**src/rtl/tid_pkg.sv**
```systemverilog
// Shared types and default geometry for the thread-ID loader and its RAM wrapper.
// Latency: n/a (declarations only). Backpressure: n/a.
package tid_pkg;

    typedef enum logic [1:0] {
        TID_IDLE = 2'd0,
        TID_LOAD = 2'd1,
        TID_DONE = 2'd2
    } tid_state_t;

    localparam int TID_DATA_WIDTH = 32;
    localparam int TID_ADDR_WIDTH = 10;

endpackage

```
**src/rtl/thread_id_loader.sv**
```systemverilog
// Launch-time writer of the thread-ID RAM: one ID per cycle, then a done pulse (2D mode: THREAD_ID_2D_EN).
// Latency: first write one cycle after start, done one cycle after the last write.
// Backpressure: none; the RAM always accepts, and start outside IDLE is dropped.
module thread_id_loader
    import tid_pkg::*;
#(
    parameter int DATA_WIDTH = TID_DATA_WIDTH,
    parameter int ADDR_WIDTH = TID_ADDR_WIDTH
) (
    input  logic                    clk,
    input  logic                    rst,
    input  logic                    start,
    input  logic [DATA_WIDTH-1:0]   base_id,
    input  logic [DATA_WIDTH-1:0]   stride,
    input  logic [ADDR_WIDTH:0]     count,
`ifdef THREAD_ID_2D_EN
    input  logic [DATA_WIDTH/2-1:0] dim_x,
`endif
    output logic [ADDR_WIDTH-1:0]   wa,
    output logic                    we,
    output logic [DATA_WIDTH-1:0]   di,
    output logic                    busy,
    output logic                    done,
    output logic [ADDR_WIDTH:0]     loaded_count
);

    localparam int HALF = DATA_WIDTH / 2;
    localparam logic [ADDR_WIDTH:0] DEPTH_C = {1'b1, {ADDR_WIDTH{1'b0}}};

    tid_state_t            state_q, state_d;
    logic [ADDR_WIDTH:0]   cnt_q, cnt_d;
    logic [ADDR_WIDTH:0]   count_clamped;
    logic                  last_write;
    logic [DATA_WIDTH-1:0] step_dat;

    logic [ADDR_WIDTH-1:0] wa_d;
    logic                  we_d;
    logic [DATA_WIDTH-1:0] di_d;
    logic                  busy_d;
    logic                  done_d;
    logic [ADDR_WIDTH:0]   loaded_count_d;

    assign count_clamped = (count > DEPTH_C) ? DEPTH_C : count;
    // wa doubles as the entry index; cnt_q is never 0 while in LOAD
    assign last_write    = ({1'b0, wa} == (cnt_q - 1'b1));

`ifdef THREAD_ID_2D_EN
    logic [HALF-1:0] dim_x_q, dim_x_d;
    logic [HALF-1:0] x_cur, y_cur, x_inc;

    assign x_cur = di[HALF-1:0];
    assign y_cur = di[DATA_WIDTH-1:HALF];
    assign x_inc = x_cur + 1'b1;
    assign step_dat = (x_inc == dim_x_q) ? {y_cur + 1'b1, {HALF{1'b0}}}
                                         : {y_cur, x_inc};
`else
    logic [DATA_WIDTH-1:0] stride_q, stride_d;

    assign step_dat = di + stride_q;
`endif

    always_comb begin
        state_d        = state_q;
        cnt_d          = cnt_q;
        wa_d           = wa;
        we_d           = 1'b0;
        di_d           = di;
        busy_d         = busy;
        done_d         = 1'b0;
        loaded_count_d = loaded_count;
`ifdef THREAD_ID_2D_EN
        dim_x_d        = dim_x_q;
`else
        stride_d       = stride_q;
`endif

        case (state_q)
            TID_IDLE: begin
                busy_d = 1'b0;
                if (start) begin
                    cnt_d  = count_clamped;
                    wa_d   = '0;
                    di_d   = base_id;
                    busy_d = 1'b1;
`ifdef THREAD_ID_2D_EN
                    dim_x_d = (dim_x == '0) ? HALF'(1) : dim_x;
`else
                    stride_d = stride;
`endif
                    if (count_clamped == '0) begin
                        state_d        = TID_DONE;
                        done_d         = 1'b1;
                        loaded_count_d = '0;
                    end else begin
                        state_d = TID_LOAD;
                        we_d    = 1'b1;
                    end
                end
            end
            TID_LOAD: begin
                if (last_write) begin
                    state_d        = TID_DONE;
                    done_d         = 1'b1;
                    loaded_count_d = cnt_q;
                end else begin
                    wa_d = wa + 1'b1;
                    di_d = step_dat;
                    we_d = 1'b1;
                end
            end
            TID_DONE: begin
                state_d = TID_IDLE;
                busy_d  = 1'b0;
            end
            default: begin
                state_d = TID_IDLE;
                busy_d  = 1'b0;
            end
        endcase
    end

    always_ff @(posedge clk) begin
        if (rst) begin
            state_q      <= TID_IDLE;
            cnt_q        <= '0;
            wa           <= '0;
            we           <= 1'b0;
            di           <= '0;
            busy         <= 1'b0;
            done         <= 1'b0;
            loaded_count <= '0;
`ifdef THREAD_ID_2D_EN
            dim_x_q      <= HALF'(1);
`else
            stride_q     <= '0;
`endif
        end else begin
            state_q      <= state_d;
            cnt_q        <= cnt_d;
            wa           <= wa_d;
            we           <= we_d;
            di           <= di_d;
            busy         <= busy_d;
            done         <= done_d;
            loaded_count <= loaded_count_d;
`ifdef THREAD_ID_2D_EN
            dim_x_q      <= dim_x_d;
`else
            stride_q     <= stride_d;
`endif
        end
    end

endmodule

```
**config.mk**
```make
export PLATFORM = sky130hd
export DESIGN_NAME = thread_id_loader
export DESIGN_NICKNAME = d
export VERILOG_FILES = /design/src/rtl/tid_pkg.sv /design/src/rtl/thread_id_loader.sv
export SDC_FILE = /design/constraint.sdc
export NUM_CORES = 1
export LEC_CHECK = 0
export CORE_ASPECT_RATIO = 0.7
export CORE_MARGIN = 5
export CORE_UTILIZATION = 25
export CTS_CLUSTER_DIAMETER = 120
export DETAILED_ROUTE_END_ITERATION = 12
export GPL_TIMING_DRIVEN = 0
export MAX_ROUTING_LAYER = met4
export SLEW_MARGIN = 20
export SYNTH_ARGS = -nofsm -noshare
export SYNTH_HDL_FRONTEND = slang
export SYNTH_SLANG_ARGS = --single-unit
```
**constraint.sdc**
```tcl
create_clock -name clk -period 7.1 [get_ports clk]
set_clock_uncertainty 0.05 [all_clocks]
set_input_delay 1.065 -clock clk [delete_from_list [all_inputs] [get_ports clk]]
set_output_delay 1.065 -clock clk [all_outputs]
set_load 0.03 [all_outputs]
```
==> results of run 1 <==
## path summary, 6_finish.rpt
| path | end | slack [ns] | cells past startpoint | start |
|---|---|---|---|---|
| max | di[25] | 3.77 | 12 | cnt_q[0] |
| min | stride_q[0] | 0.41 | 2 | stride_q[0] |
| max reg2reg | di[25] | 3.77 | 12 | cnt_q[0] |
| min reg2reg | stride_q[0] | 0.41 | 2 | stride_q[0] |
## cells in the mapped netlist, types with 3 or more instances
cell and number:
sky130_fd_sc_hd__ha_1 33, sky130_fd_sc_hd__nand3_1 14, sky130_fd_sc_hd__o22ai_1 3, sky130_fd_sc_hd__nor3b_1 5, sky130_fd_sc_hd__nand4_1 10, sky130_fd_sc_hd__dfxtp_1 101, sky130_fd_sc_hd__a31oi_1 5, sky130_fd_sc_hd__a22o_1 19
sky130_fd_sc_hd__nor2b_1 8, sky130_fd_sc_hd__a211o_1 4, sky130_fd_sc_hd__a311oi_1 18, sky130_fd_sc_hd__buf_2 9, sky130_fd_sc_hd__a211oi_1 17, sky130_fd_sc_hd__nand2_1 121, sky130_fd_sc_hd__nand2b_1 5, sky130_fd_sc_hd__xnor2_1 26
sky130_fd_sc_hd__nor4_1 3, sky130_fd_sc_hd__or2_2 3, sky130_fd_sc_hd__o21a_1 6, sky130_fd_sc_hd__inv_1 13, sky130_fd_sc_hd__xor2_1 14, sky130_fd_sc_hd__a21o_1 15, sky130_fd_sc_hd__nor2_1 72, sky130_fd_sc_hd__and3_1 13
sky130_fd_sc_hd__a21oi_1 84, sky130_fd_sc_hd__nor3_1 12, sky130_fd_sc_hd__o211ai_1 4, sky130_fd_sc_hd__o21ai_0 28, sky130_fd_sc_hd__clkbuf_1 34, sky130_fd_sc_hd__o21bai_1 4
## worst max-delay path, delay by kind of cell, from the launching register on
kind | cells | cell delay (ns)
compound gates | 5 | 1.72
simple gates | 4 | 0.52
fa+ha+maj | 1 | 0.19
buf+inv | 2 | 0.26
flops | 1 | 0.47
## through the flow
step	utilization [%]	total power [mW]	setup WS [ns]	hold slack (ns)
after detailed placement	33.2	1.08	3.77	0.404
final	34.5	1.58	3.77	0.415
after global placement	33.2	1.08	3.56	0.398
after CTS	34.5	1.60	3.72	0.414
after floorplan	-	0.909	4.23	0.390
after global routing	34.5	1.66	3.48	0.430
## layer usage
layer	vias to the layer above	wire length [um]	GRT usage [%]
met3	13	1110	3.42
met1	2705	10900	23.8
met2	145	8350	21.8
li1	2937	-	-
met5	-	0	-
met4	0	163	2.53
## flip-flops by register name, summed over array words and instances (netlist names)
name,cells
busy,1
cnt_q,11
di,32
done,1
loaded_count,11
state_q,2
stride_q,32
wa,10
we,1
## power by group
group | switching [mW] | total, mW | internal [mW]
Clock | 0.235 | 0.510 | 0.275
Combinational | 0.252 | 0.434 | 0.182
Sequential | 0.0354 | 0.638 | 0.603
Total | 0.523 | 1.58 | 1.06
## layout make-up
class / count / area (um2)
clock inverters: 6 / 71.3
well taps: 312 / 390
fillers: 2432 / 14900
flip-flops and latches: 101 / 2020
clock buffers: 9 / 225
multi-input cells: 579 / 3580
plain buffers: 45 / 188
inverters: 13 / 48.8
repair buffers: 133 / 1330
## cell families (layout without fill, tap and decap cells)
| logic type | Yosys count | in the layout |
|---|---|---|
| AOI/OAI and AO/OA | 225 | 225 |
| xor gates and xnor gates | 40 | 40 |
| adders and majority gates | 34 | 34 |
| buffers and inverters | 58 | 206 |
| DFF | 101 | 101 |
| muxes | 2 | 2 |
| and+or+nand+nor | 278 | 278 |
==> reports/summary.md, run 1 <==
The tools report the number of buffers inserted by hold repair at cts as 0. TritonCTS built the clock tree. For the worst setup path, the data required time is 7.30 ns. The number of port buffers was 133; the transition time of the tightest slew-check pin was 0.728 ns. The synthesized design contains 101 register bits.

The H-tree was split into 3 levels. The total congestion overflow after global routing was 0; the number of max-cap violations was 0. Post-synthesis xor/xnor area fraction: 6.00%. Synthesis produced a netlist with a net count of 850. The run gives 0 as the number of warnings issued by yosys. The synthesized netlist devotes 25.8% of its cell area to compound gates.

The largest fanout of any net on the critical path was 9; the count of final setup violators was 0. The count of nets left with antenna violations once routing finished came out at 0. The synthesized netlist devotes 7.42% of its cell area to adder and majority cells. The area of the mapped netlist was 5830 um2. The path class of the tightest hold or removal check is reg -> reg. Detailed-router iteration count before antenna repair: 5. For the post-CTS setup buffer count, the log shows 0.

For this run, the total global-route usage over all layers was measured as 15.8%. The cell count after synthesis came out at 738. The aggregate routed wire length came out at 20.5 mm. By area, the combinational part of the netlist is dominated by compound AO/OA/AOI/OAI gates. sky130_fd_sc_hd__dfxtp_1 takes more of the synthesized area than any other cell. CTS saw 101 sinks. The simple-gate share of the synthesized area is 21.7%.

The dominant register cell in the synthesized netlist is sky130_fd_sc_hd__dfxtp_1. For the via count of the first global-routing pass, the log shows 5468. The cell with the largest stage delay on the worst path was sky130_fd_sc_hd__a2111oi_0. In this run the count of I/O pins placed on the die edge is 134. The critical path is of the reg -> reg type. The cell sitting at the root of the clock tree is a sky130_fd_sc_hd__clkbuf_16. For the largest net degree at the start of global routing, the log shows 18.

Fraction of the cycle the final worst path needs: 46.9%. The clock passes through at most 2 buffers. After clock tree synthesis, the clock-pin slew on the worst setup and hold paths is 0.08 ns. The detailed router placed 5800 vias in this run. The congestion estimate from routability-driven global placement came to 0.890.

Dividing the detail-routed via count by the number of cells gives 4.84. The top cell types in the final layout, fill and taps aside, are 133 x sky130_fd_sc_hd__clkdlybuf4s50_1, 121 x sky130_fd_sc_hd__nand2_1, 101 x sky130_fd_sc_hd__dfxtp_1. The initial utilization of the core area, before any placement, comes to 25.6%.

For the worst-skew pair, the clock arrives at the later sink with an insertion delay of 0.36 ns. In the synthesized netlist, mux cells make up 0.343% of the area. Dividing total power by cell area gives a power density of 201 nW/um2. Fraction of layout instances using a drive strength above 1: 4.51%. The run gives 7560 um2 as the placed cell area. Walking the worst path, the cells encountered are inv_1 -> ha_1 -> buf_2 -> nor2_1 -> nor2_1 -> a221o_1 -> a2111oi_0 -> o2111a_2 -> nor2_2 -> nor2_4 -> a211oi_1 -> a311oi_1.

The run finished with clean final reports. The clock period could shrink to 3.33 ns. The run gives 9 as the number of buffers inserted during clock tree synthesis. The final layout contains 994 nets. The tools report the total die area as 26500 um2. Counting distinct cell types in the post-synthesis netlist gives 57. The antenna diode instance count was 0; the core box area was 22800 um2.

Setup repair after global routing left no endpoint under its margin. Sequential cells were found to cover 34.7% of the synthesized design area. The tools report the static leakage as 3.04 nW. The synthesized design contains 0 enable-type register cells.

The post-synthesis async set-or-reset flop share works out to 0%. After the flow finishes, the layout carries non-filler instances totaling 1198. Once detailed placement completed, the half-perimeter wirelength came to 16.1 mm.

The DRC marker count from the first detailed-route iteration is 322. Row generation in the floorplan step produced 46 rows. Cell count after placement: 1183.

The number of resized instances in the post-cts repair step was 0. STA classifies the critical path startpoint as a flop. Once layout is done, the placed cells without fillers occupy 7860 um2. The first global-routing pass estimated 31.5 mm of wire.

The kind of capture point of the worst setup path was a flop. Headroom to the max-slew limit came out at 51.5%. In this run the vertical extent of the chip is 138 um.

For the number of max-slew violations in the final report, the log shows 0. The average cell area after synthesis was 7.91 um2. Cell repeated most along the worst path: sky130_fd_sc_hd__nor2_1. The worst IR drop on VDD was 0.117 mV; the delay of the slowest cell on the worst path was 0.55 ns. The die width was 193 um. The summed negative setup slack over all endpoints was 0 ns; the initial antenna violation count was 0. The count of endpoints failing hold in the final timing report was 0; the wire length per cell was 17.1 um. The signal arrival time at the worst endpoint was 3.53 ns; the remaining routing DRC violations was 0.

The area share of the largest cell type after synthesis works out to 34.7%. Relative to the synthesized area, the layout overhead comes to 34.7%. The library cell used most frequently in the layout, excluding fill and tap cells, is sky130_fd_sc_hd__clkdlybuf4s50_1. After synthesis, the cell types taking the most area are sky130_fd_sc_hd__dfxtp_1 35%, sky130_fd_sc_hd__nand2_1 7.8%, sky130_fd_sc_hd__a21oi_1 7.2%.

The maximum achievable frequency came out at 300 MHz.
No activity file was read; power rests on OpenSTA's default activity.
==> run 2, diff against run 1 <==
==> constraint.sdc (replaced) <==
create_clock -name clk -period 2.9 [get_ports clk]
set_clock_uncertainty 0.05 [all_clocks]
set_input_delay 0.435 -clock clk [delete_from_list [all_inputs] [get_ports clk]]
set_output_delay 0.435 -clock clk [all_outputs]
set_load 0.03 [all_outputs]
==> reports/summary.md, run 2 (synthesized netlist as in run 1, its figures left out) <==
The clock-pin transition on the worst setup and hold timing paths was 0.07 ns (was 0.08 ns). The tools report the worst IR drop on VDD as 0.288 mV (was 0.117 mV). The run gives 0 (unchanged) as the number of buffers inserted by hold repair at cts. The category of the worst setup path launch point is a flop (unchanged). The relative contribution of the clock network to total power was 31.8% (was 32.2%); the DRC marker count from the first detailed-route iteration was 320 (was 322).

The run gives 3.18 nW (was 3.04 nW) as the static leakage. Critical-path cell list: ha_4 -> inv_2 -> fa_2 -> nor2b_4 -> o31a_1 -> o211ai_1 -> a21oi_2 -> o2111ai_4 -> nand2_2 -> a211oi_4 -> or3_1 -> a311oi_1 (was inv_1 -> ha_1 -> buf_2 -> nor2_1 -> nor2_1 -> a221o_1 -> a2111oi_0 -> o2111a_2 -> nor2_2 -> nor2_4 -> a211oi_1 -> a311oi_1). The kind of capture point of the worst setup path is a flop (unchanged). The largest net degree at the start of global routing is 18 (unchanged).

Detailed-router iteration count before antenna repair: 5 (unchanged). For the sequential group share of total power, the log shows 39.5% (was 40.3%). The total power of the final layout was 3.96 mW (was 1.58 mW). The relative max-transition margin is 51.5% (about the same). The total congestion overflow after global routing came out at 0 (unchanged). Switching share of total power: 33.4% (was 33.0%). The via count of the first global-routing pass is 5558 (was 5468). The fraction of the cycle the final worst path needs was 98.8% (was 46.9%). The first-pass GRT wire length came out at 31.9 mm (was 31.5 mm).

The aggregate routed wire length came out at 21.3 mm (was 20.5 mm). The reg-to-reg critical path startpoint was di[0] (was cnt_q[0]). Maximum achievable frequency: 349 MHz (was 300 MHz). The delay of the slowest cell on the worst path was 0.38 ns (was 0.55 ns). The tools report the remaining number of nets flagged by the antenna check after routing as 0 (unchanged). For the number of max-cap violations, the log shows 0 (unchanged). The worst setup path startpoint was di[0] (was cnt_q[0]). The run gives 6004 (was 5800) as the routed via count.

The required time of the critical path is 3.11 ns (was 7.30 ns), and the total clock sinks is 101 (unchanged). The run gives 0 (unchanged) as the count of endpoints failing hold in the final timing report. The logs give 16.0% (was 15.8%) for the total routing usage reported by global routing and 0 (unchanged) for the initial antenna violation count. The largest fanout of any net on the critical path came out at 4 (was 9).

The row count was 46 (unchanged). The number of port buffers is 133 (unchanged), and the wire length per cell is 17.5 um (was 17.1 um). The detailed-route vias per instance is 4.92 (was 4.84). The tools report the cell at the root of the clock tree as sky130_fd_sc_hd__clkbuf_16 (unchanged).

Part of the power in combinational logic: 28.7% (was 27.5%). The class of the most critical setup path was reg -> reg (unchanged). The leading cell type in the layout, fill and taps excluded is sky130_fd_sc_hd__clkdlybuf4s50_1 (unchanged). The switching power is 1.32 mW (was 0.523 mW), and the worst hold-check slack is 0.417 ns (was 0.415 ns). Starting density of the core: 25.6% (unchanged). Setup repair after global routing could not meet its margin everywhere. Internal power: 2.64 mW (was 1.06 mW).

The tools report the count of pins on the block boundary as 134 (unchanged). The fraction of layout instances using a drive strength above 1 is 11.1% (was 4.51%), and the buffer depth of the longest clock path is 2 (unchanged). For the antenna diode instance count, the log shows 0 (unchanged). TritonCTS built the clock tree.

Most frequent cells in the layout: 133 x sky130_fd_sc_hd__clkdlybuf4s50_1, 120 x sky130_fd_sc_hd__nand2_1, 94 x sky130_fd_sc_hd__dfxtp_1 (was 133 x sky130_fd_sc_hd__clkdlybuf4s50_1, 121 x sky130_fd_sc_hd__nand2_1, 101 x sky130_fd_sc_hd__dfxtp_1). Global placer's final weighted congestion: 0.890 (unchanged). Cell with the largest stage delay on the worst path: sky130_fd_sc_hd__fa_2 (was sky130_fd_sc_hd__a2111oi_0). The run gives 9 (unchanged) as the number of buffers inserted during clock tree synthesis. The source of the worst hold timing path is stride_q[13] (was stride_q[0]). Cell count after placement: 1183 (unchanged). The run gives 16.1 mm (unchanged) as the estimated wirelength of the detail-placed design. The clock latency on the worst-skew pair was 0.36 ns (about the same); the die width was 193 um (unchanged).

The core box area is 22800 um2 (unchanged). The ratio of total power to cell area is 477 nW/um2 (was 201 nW/um2). The worst min-delay path class was reg -> reg (unchanged). The chip height came out at 138 um (unchanged).

The run gives 3 (unchanged) as the H-tree depth reported by CTS. The number of max-slew violations in the final report was 0 (unchanged); the signal arrival time at the worst endpoint was 3.07 ns (was 3.53 ns). Largest registers ranked by flip-flop count: di x32, stride_q x32 (unchanged). The run finished with clean final reports.

The logs give 26500 um2 (unchanged) for the total die area and 1220 (was 1198) for the post-layout instance count excluding filler cells. The count of final setup violators came out at 0 (unchanged). The minimum clock period after layout came out at 2.87 ns (was 3.33 ns). The transition time of the tightest slew-check pin was 0.728 ns (about the same). The remaining routing DRC violations came out at 0 (unchanged).

The layout net count was 1016 (was 994). Area added between synthesis and finish: 42.2% (was 34.7%).
run 2: cell types whose count changed in the layout (fill, tap and decap cells not counted), moves of 5 or more:
cell	before	now
sky130_fd_sc_hd__dfxtp_1	101	94
sky130_fd_sc_hd__a21oi_2	0	5
sky130_fd_sc_hd__o21ai_0	28	23
sky130_fd_sc_hd__buf_4	2	27
sky130_fd_sc_hd__ha_1	33	28
sky130_fd_sc_hd__a21oi_1	84	79
run 2: critical path, delay by kind of cell, from the launching register on:
family	cells	cell delay, ns
buffers and inverters	1	0.03
AO/OA/AOI/OAI	6	1.13
AND/OR/NAND/NOR	3	0.67
adder cells (fa/ha/maj)	2	0.51
flip-flops	1	0.37
run 2: repair_timing:
| item | in CTS | in global routing |
|---|---|---|
| pin swaps | 10 | 26 |
| resized for setup | 20 | 41 |
| setup endpoints to repair | 55 | 51 |
| setup buffers | 7 | 16 |
| gates cloned | 0 | 1 |
run 2: cell type report:
cell class	count	area (um2)
multi-input cells	579	3810
fillers	2407	14500
clock buffers	9	225
repair buffers	157	1520
plain buffers	43	185
inverters	13	48.8
clock inverters	6	71.3
well taps	312	390
flip-flops and latches	101	2040
run 2: power groups by stage:
stage,logic [mW],clock network (mW),registers [mW]
floorplan,0.555,0,1.67
global placement,1.05,0,1.59
global route,1.24,1.33,1.58
finish,1.13,1.26,1.56
detailed placement,1.06,0,1.59
CTS,1.09,1.28,1.56
run 2: layer usage:
metal,part of all wire (%),track usage (%)
met1,52,24.0
met2,41,22.3
met3,6.0,3.42
met4,0.63,2.53
met5,0,-
run 2: through the flow:
step                      util, %  instance area (um2)  worst slack (ns)  setup TNS (ns)
after floorplan                 -                 5830            0.0299               0
after global placement       33.2                 7560            -0.430          -14.85
after detailed placement     33.2                 7560            -0.432          -16.03
after CTS                    35.1                 7990           0.00380               0
after global routing         36.4                 8300            -0.114          -0.217
final                        36.4                 8300            0.0337               0
run 2: final timing paths:
check	slack [ns]	to	cells after the start
setup / recovery	0.03	di[30]	12
hold / removal	0.42	stride_q[13]	2
setup reg to reg	0.03	di[30]	12
hold reg to reg	0.42	stride_q[13]	2
==> run 3, diff against run 2 <==
--- a/config.mk
+++ b/config.mk
@@ -16,3 +16,4 @@
 export SYNTH_ARGS = -nofsm -noshare
 export SYNTH_HDL_FRONTEND = slang
 export SYNTH_SLANG_ARGS = --single-unit
+export TNS_END_PERCENT = 30
==> reports/summary.md, run 3 (synthesized netlist as in run 1, its figures left out) <==
The chip height is 138 um (unchanged), and the detailed-route vias per instance is 4.86 (was 4.92). Kind of capture point of the worst setup path: a flop (unchanged). Relative max-transition margin: 52.6% (was 51.5%).

The die width works out to 193 um (unchanged). For the global placer's final weighted congestion, the log shows 0.890 (unchanged). The number of max-cap violations is 0 (unchanged). The layout net count is 1015 (was 1016). The starting density of the core came out at 25.6% (unchanged). Gate family responsible for the most delay along the worst path: compound AO/OA/AOI/OAI gates (unchanged). The run gives 3 (unchanged) as the H-tree depth reported by CTS.

TritonCTS built the clock tree. The run gives 0.0404 ns (was 0.0337 ns) as the final critical-path setup slack. The signal arrival time at the worst endpoint was 3.07 ns (about the same); the clock-pin transition on the worst setup and hold timing paths was 0.08 ns (was 0.07 ns).

The count of pins on the block boundary is 134 (unchanged). The number of port buffers works out to 133 (unchanged). The logs give 0 (unchanged) for the count of endpoints failing hold in the final timing report and 0 (unchanged) for the number of buffers inserted by hold repair at cts.

The run gives 22800 um2 (unchanged) as the core box area. The ratio of total power to cell area is 478 nW/um2 (was 477 nW/um2), and the fill cell total of the finished layout is 2406 (was 2407). The delay of the slowest cell on the worst path is 0.38 ns (about the same), and the required time of the critical path is 3.11 ns (about the same). Critical-path cell list: ha_4 -> inv_2 -> fa_2 -> nor2b_4 -> o31a_1 -> o211ai_1 -> a21oi_2 -> o2111ai_4 -> nand2_2 -> a211oi_4 -> or3_1 -> a311oi_1 (unchanged). The run gives 0 (unchanged) as the remaining routing DRC violations.

The tools report the number of buffers inserted during clock tree synthesis as 9 (unchanged). Most frequent cells in the layout: 133 x sky130_fd_sc_hd__clkdlybuf4s50_1, 120 x sky130_fd_sc_hd__nand2_1, 94 x sky130_fd_sc_hd__dfxtp_1 (unchanged). The aggregate routed wire length was 21.3 mm (about the same); the routed via count was 5927 (was 6004).

The worst IR drop on VDD is 0.287 mV (was 0.288 mV), and the fraction of the cycle the final worst path needs is 98.6% (was 98.8%). The via count of the first global-routing pass is 5561 (was 5558), and the remaining number of nets flagged by the antenna check after routing is 0 (unchanged). The tools report the buffer depth of the longest clock path as 2 (unchanged).

The wire length per cell works out to 17.5 um (about the same). Initial antenna violation count: 0 (unchanged). The estimated wirelength of the detail-placed design came out at 16.1 mm (unchanged).

The antenna diode instance count is 0 (unchanged), and the total congestion overflow after global routing is 0 (unchanged). The worst min-delay path class was reg -> reg (unchanged). The tools report the category of the worst setup path launch point as a flop (unchanged). The count of buffering cells on the critical path with inverters included was 1 (unchanged).

The first-pass GRT wire length came out at 31.9 mm (unchanged). The largest fanout of any net on the critical path came out at 4 (unchanged). The final instance area is 8270 um2 (was 8300 um2).

The leading cell type in the layout, fill and taps excluded is sky130_fd_sc_hd__clkdlybuf4s50_1 (unchanged). The class of the most critical setup path is reg -> reg (unchanged). The area added between synthesis and finish works out to 41.8% (was 42.2%). The total clock sinks was 101 (unchanged). Largest registers ranked by flip-flop count: di x32, stride_q x32 (unchanged). The detailed-router iteration count before antenna repair is 5 (unchanged), and the total routing usage reported by global routing is 16.0% (unchanged).

The logs give 26500 um2 (unchanged) for the total die area and 350 MHz (was 349 MHz) for the maximum achievable frequency. Static leakage: 3.18 nW (about the same). Cell at the root of the clock tree: sky130_fd_sc_hd__clkbuf_16 (unchanged). The footprint of the flip-flops and latches is 2040 um2 (unchanged), and the fraction of layout instances using a drive strength above 1 is 10.8% (was 11.1%). The run gives 18 (unchanged) as the largest net degree at the start of global routing. The cell with the largest stage delay on the worst path was sky130_fd_sc_hd__fa_2 (unchanged). For the DRC marker count from the first detailed-route iteration, the log shows 320 (unchanged).

The number of logic stages on the critical path including buffering works out to 12 (unchanged). Setup repair after global routing could not meet its margin everywhere. The flow ran to the end, and the final reports show no timing, DRC or antenna violations.

The row count was 46 (unchanged). The minimum clock period after layout was 2.86 ns (was 2.87 ns); the placed cell area was 7560 um2 (unchanged). The count of final setup violators was 0 (unchanged); the transition time of the tightest slew-check pin was 0.710 ns (was 0.728 ns). The run gives 0 (unchanged) as the number of max-slew violations in the final report. The multi-input logic area is 3800 um2 (was 3810 um2), and the hold path depth is 2 (unchanged). For the clock latency on the worst-skew pair, the log shows 0.36 ns (about the same).

The cell depth of the worst flop-to-flop path is 12 (unchanged), and the post-placement setup slack is -0.432 ns (unchanged).
==> run 3: what timing repair did <==
| item | in CTS | in global routing |
|---|---|---|
| cloned | 0 | 1 |
| hold endpoints to repair | 0 | 0 |
| pin swaps | 11 | 26 |
| setup endpoints to repair | 55 | 51 |
| setup buffers | 7 | 15 |
| gates resized for setup | 20 | 38 |
==> run 3: power by group <==
group,switching (mW),internal [mW]
clock network,0.580,0.673
registers,0.0886,1.48
logic,0.648,0.485
==> run 3: cell type report <==
type / count / share of cell area (%)
Multi-Input combinational cell: 579 / 45.9
Inverter: 13 / 0.590
Tap cell: 312 / 4.72
Sequential cell: 101 / 24.6
Buffer: 43 / 2.24
Timing Repair Buffer: 156 / 18.3
Clock buffer: 9 / 2.72
Clock inverter: 6 / 0.862
==> run 3: final timing paths <==
path	startpoint	end	slack [ns]
worst max-delay path	di[0]	di[30]	0.04
worst max register to register	di[0]	di[30]	0.04
worst min register to register	stride_q[13]	stride_q[13]	0.42
worst min-delay path	stride_q[13]	stride_q[13]	0.42
==> run 3: worst register-to-register path, delay by kind of cell (launching register included) <==
family / cells / cell delay [ns]
AOI/OAI and AO/OA: 6 / 1.13
and+or+nand+nor: 3 / 0.67
adders and majority gates: 2 / 0.51
DFF: 1 / 0.37
buffers and inverters: 1 / 0.03
==> run 3: routing by layer <==
| metal | vias to the layer above | GRT usage, % | wire length [um] | part of all wire [%] |
|---|---|---|---|---|
| li1 | 2982 | - | - | - |
| met4 | 0 | 2.53 | 191 | 0.90 |
| met1 | 2768 | 24.0 | 11000 | 52 |
| met3 | 15 | 3.42 | 1330 | 6.2 |
| met5 | - | - | 0 | 0 |
| met2 | 162 | 22.3 | 8720 | 41 |
==> run 3: through the flow <==
step / power [mW] / instances / TNS, ns / utilization, % / hold slack, ns
after floorplan: 2.23 / 738 / 0 / - / 0.390
after global placement: 2.64 / 1183 / -14.85 / 33.2 / 0.398
after global routing: 4.14 / 1219 / -0.281 / 36.3 / 0.430
after detailed placement: 2.65 / 1183 / -16.03 / 33.2 / 0.404
after CTS: 3.93 / 1205 / 0 / 35.1 / 0.414
final: 3.95 / 1219 / 0 / 36.3 / 0.416
==> patch 1 (settings of run 2) <==
Encoding of `tid_state_t`: now one-hot (3 bits for 3 states).
--- a/src/rtl/tid_pkg.sv
+++ b/src/rtl/tid_pkg.sv
@@ -4,6 +4,6 @@
 
-    typedef enum logic [1:0] {
-        TID_IDLE = 2'd0,
-        TID_LOAD = 2'd1,
-        TID_DONE = 2'd2
+    typedef enum logic [2:0] {
+        TID_IDLE = 3'b001,
+        TID_LOAD = 3'b010,
+        TID_DONE = 3'b100
     } tid_state_t;
Behaviour: no difference found for any inputs over 4 cycles, from zero or initial values and one cycle with rst high; so few cycles prove little.
==> patch 1 against run 2 <==
  * Clock power up 5%
  * Total power up 0.27%
  * Global-route usage up 0.32 points
  * Sequential cell count up 1
  * Synthesized cell count up 6.6%
  * Routed wire length up 8.7%
  * Synthesized area up 6.0%
  * Setup slack improved by 74 ps
  * Critical path type unchanged
  * Final area rose by 2.3%
  * Die area up 5.6%
  * Via count grew 7.9%
  * Cell count grew 4.0%
==> patch 1: results (changes against run 2) <==
- Post-synthesis compound-gate area fraction: 26.9% (was 25.8%)
- Synth top area cells: dfxtp_1 (33%), nand2_1 (7.1%), a21oi_1 (6.9%) (was dfxtp_1 (35%), nand2_1 (7.8%), a21oi_1 (7.2%))
- Register share of total power: 39.6% (was 39.5%)
- Ratio of cells with drive above 1 in the final layout: 9.11% (was 11.1%)
- WL/cell: 18.3 um (was 17.5 um)
- Combinational group share of total power: 27.1% (was 28.7%)
- Global-route wire length before repair: 34.8 mm (was 31.9 mm)
- R2R Setup Slk: 110 ps (was 30 ps)
- Placer Congestion: 0.878 (was 0.890)
- Crit-path max FO: 7 (was 4)
- Worst flop-to-flop path startpoint: cnt_q[1]$_SDFFE_PP0P_ (was di[0]$_SDFFE_PP0P_)
- Top cells by count, synth: nand2_1 (117), dfxtp_1 (102), a21oi_1 (85), nor2_1 (78), clkbuf_1 (35) (was nand2_1 (121), dfxtp_1 (101), a21oi_1 (84), nor2_1 (72), clkbuf_1 (34))
- Largest registers: di (32), stride_q (32) (unchanged)
- 1st-iter DRT viols: 494 (was 320)
- Post-Route M1 WL: 11.8 mm (was 11.1 mm)
- Routed vias/inst: 5.10 (was 4.92)
- Inst Count DP: 1245 (was 1183)
- Tmin final: 2790 ps (was 2870 ps)
- Status: complete, no violations (unchanged)
- Register area share after synthesis: 33.0% (was 34.7%)
- Met3 WL: 1.52 mm (was 1.28 mm)
- DP Worst Slack: -291 ps (was -432 ps)
- Placed inst area: 0.00792 sq mm (was 0.00756 sq mm)
- Fillcell total: 2571 (was 2407)
- Hold slack: 417 ps (about the same)
- Leakage: 3.14 nW (was 3.18 nW)
- Worst-margin pin slew: 931 ps (was 728 ps)
- Mux contribution to synthesized area: 0.647% (was 0.343%)
- Total Routing Usage GR: 16.4% (was 16.0%)
- Sw power: 1.32 mW (about the same)
- Library cells used by synthesis: 65 (was 57)
- Synth Area in Adders: 7.00% (was 7.42%)
- Logic power comb: 1.08 mW (was 1.13 mW)
- Maximum vdd ir drop: 0.318 mV (was 0.288 mV)
- Nets: 1051 (was 1016)
- Largest net degree at the start of global routing: 20 (was 18)
- Vias in the first global route: 6028 (was 5558)
- Syn nets: 899 (was 850)
- XOR/XNOR Fraction of Synth Area: 4.11% (was 6.00%)
- Drt pass-1 iters: 4 (was 5)
- Met2 wire len: 9.55 mm (was 8.85 mm)
- Via count: 6476 (was 6004)
- Met2 Track Usage GR: 22.8% (was 22.3%)
- Met1 usage: 24.1% (was 24.0%)
- Dpl hpwl: 17.7 mm (was 16.1 mm)
- Min-delay src: stride_q[14]$_SDFFE_PP0P_ (was stride_q[13]$_SDFFE_PP0P_)
- Worst path top cell family by delay: simple AND/OR/NAND/NOR gates (was compound AO/OA/AOI/OAI gates)
[patch 1: repair_timing]
action / in CTS / in global routing
setup buffers: 5 / 4
gates resized for setup: 6 / 37
setup endpoints to repair: 51 / 51
hold endpoints to repair: 0 / 0
pin swaps: 4 / 13
gates cloned: 0 / 2
hold buffers: 0 / 0
[patch 1: worst paths after layout]
kind / endpoint / cells after the start
min reg2reg: stride_q[14]$_SDFFE_PP0P_ / 2
max reg2reg: di[16]$_SDFFE_PP0P_ / 14
min: stride_q[14]$_SDFFE_PP0P_ / 2
max: di[16]$_SDFFE_PP0P_ / 14
[patch 1: final cells by class]
type	instances	area [sq um]	share of cell area, %
well taps	325	407	4.79
multi-input cells	626	3980	46.9
flip-flops and latches	102	2050	24.1
clock buffers	9	225	2.65
repair buffers	144	1450	17.1
clock inverters	7	86.3	1.02
plain buffers	43	241	2.85
inverters	13	51.3	0.604
[patch 1: worst min-delay path, cell delays in order (launching register included)]
cell     delay (ps)
dfxtp_1         320
nand2_1          50
a21oi_1          50
==> patch 2 (settings of run 2) <==
Without the edit above. Set the package constant `TID_ADDR_WIDTH` to 9 (it was 10).
--- a/src/rtl/tid_pkg.sv
+++ b/src/rtl/tid_pkg.sv
@@ -11,3 +11,3 @@
     localparam int TID_DATA_WIDTH = 32;
-    localparam int TID_ADDR_WIDTH = 10;
+    localparam int TID_ADDR_WIDTH = 9;
 
Interface: changed (resized count, loaded_count and wa); port bits go from 134 to 131. No check against the original RTL was run, so the function may have changed too.
==> patch 2 against run 2 <==
  * Maximum frequency rose by 1.1%
  * Sequential cell count fell by 3
  * Final area fell by 1.0%
  * Total power fell by 0.50%
  * Setup slack improved by 32 ps
  * Routed wire length rose by 0.70%
  * Synthesized area fell by 1.4%
  * Via count fell by 2.2%
==> patch 2: results (changes against run 2) <==
- Met2 Track Usage GR: 24.2% (was 22.3%)
- Maximum vdd ir drop: 0.306 mV (was 0.288 mV)
- Ratio of cells with drive above 1 in the final layout: 12.7% (was 11.1%)
- Worst-margin pin slew: 940 ps (was 728 ps)
- Vias in the first global route: 5747 (was 5558)
- Synth Area per Inst: 7.98 sq um (was 7.91 sq um)
- Status: complete, no violations (unchanged)
- XOR/XNOR Fraction of Synth Area: 6.24% (was 6.00%)
- R2R Setup Slk: 70 ps (was 30 ps)
- CP max stage cell: or4b_4 (was fa_2)
- Total Routing Usage GR: 16.6% (was 16.0%)
- Register area share after synthesis: 34.1% (was 34.7%)
- Placer Congestion: 0.908 (was 0.890)
- DP Worst Slack: -421 ps (was -432 ps)
- Post-Route M1 WL: 10.9 mm (was 11.1 mm)
- Placed inst area: 0.00745 sq mm (was 0.00756 sq mm)
- Synth top area cells: dfxtp_1 (34%), nand2_1 (8.2%), ha_1 (7.2%) (was dfxtp_1 (35%), nand2_1 (7.8%), a21oi_1 (7.2%))
- FF+latch area: 0.00198 sq mm (was 0.00204 sq mm)
- Mux contribution to synthesized area: 0.174% (was 0.343%)
- Met3 Use GR: 3.42% (about the same)
- Number of port buffers: 130 (was 133)
- Non-clk bufs: 183 (was 200)
- Resized Gates After CTS: 38 (was 20)
- Hold EP: busy$_SDFFE_PP0N_ (was stride_q[13]$_SDFFE_PP0P_)
- Via count: 5872 (was 6004)
- Area of the multi-input gates: 0.00386 sq mm (was 0.00381 sq mm)
- Post-synthesis compound-gate area fraction: 24.7% (was 25.8%)
- Global-route wire length before repair: 32.7 mm (was 31.9 mm)
- Non-clock buffer share: 19.9% (was 20.6%)
- Multi-input combinational area share: 47.0% (was 46.0%)
- Nets: 982 (was 1016)
- Min-delay src: busy$_SDFFE_PP0N_ (was stride_q[13]$_SDFFE_PP0P_)
- Clock transition at the registers of the reported paths: 90 ps (was 70 ps)
- WL/cell: 18.1 um (was 17.5 um)
- Worst flop-to-flop path startpoint: cnt_q[1]$_SDFFE_PP0P_ (was di[0]$_SDFFE_PP0P_)
- FF+latch count, synth: 98 (was 101)
- Top cells by count, synth: nand2_1 (126), dfxtp_1 (98), a21oi_1 (75), nor2_1 (65), clkbuf_1 (34) (was nand2_1 (121), dfxtp_1 (101), a21oi_1 (84), nor2_1 (72), clkbuf_1 (34))
- Met1 usage: 23.7% (was 24.0%)
## patch 2: cell types whose count changed after synthesis, moves of 5 or more
cell,delta
and3_1,-12
a21oi_1,-9
o21a_1,-5
nor2_1,-7
nand2_1,+5
o21ai_0,-9
## patch 2: where the power goes
part | switching (mW) | leakage, nW | internal, mW
sequential | 0.0874 | 0.808 | 1.43
clock | 0.637 | 0.149 | 0.616
combinational | 0.663 | 2.19 | 0.499
total | 1.39 | 3.15 | 2.55
## patch 2: worst min-delay path: cells and delay by family, from the launching register on
| kind | cells | cell delay [ps] |
|---|---|---|
| AO/OA/AOI/OAI | 1 | 50 |
| flip-flops | 1 | 320 |
| AND/OR/NAND/NOR | 1 | 50 |
## patch 2: cells by family after synthesis
kind of cell / after synthesis
mux: 1
fa+ha+maj: 34
xor+xnor: 41
flops: 98
buf+inv: 55
compound gates: 211
simple gates: 281
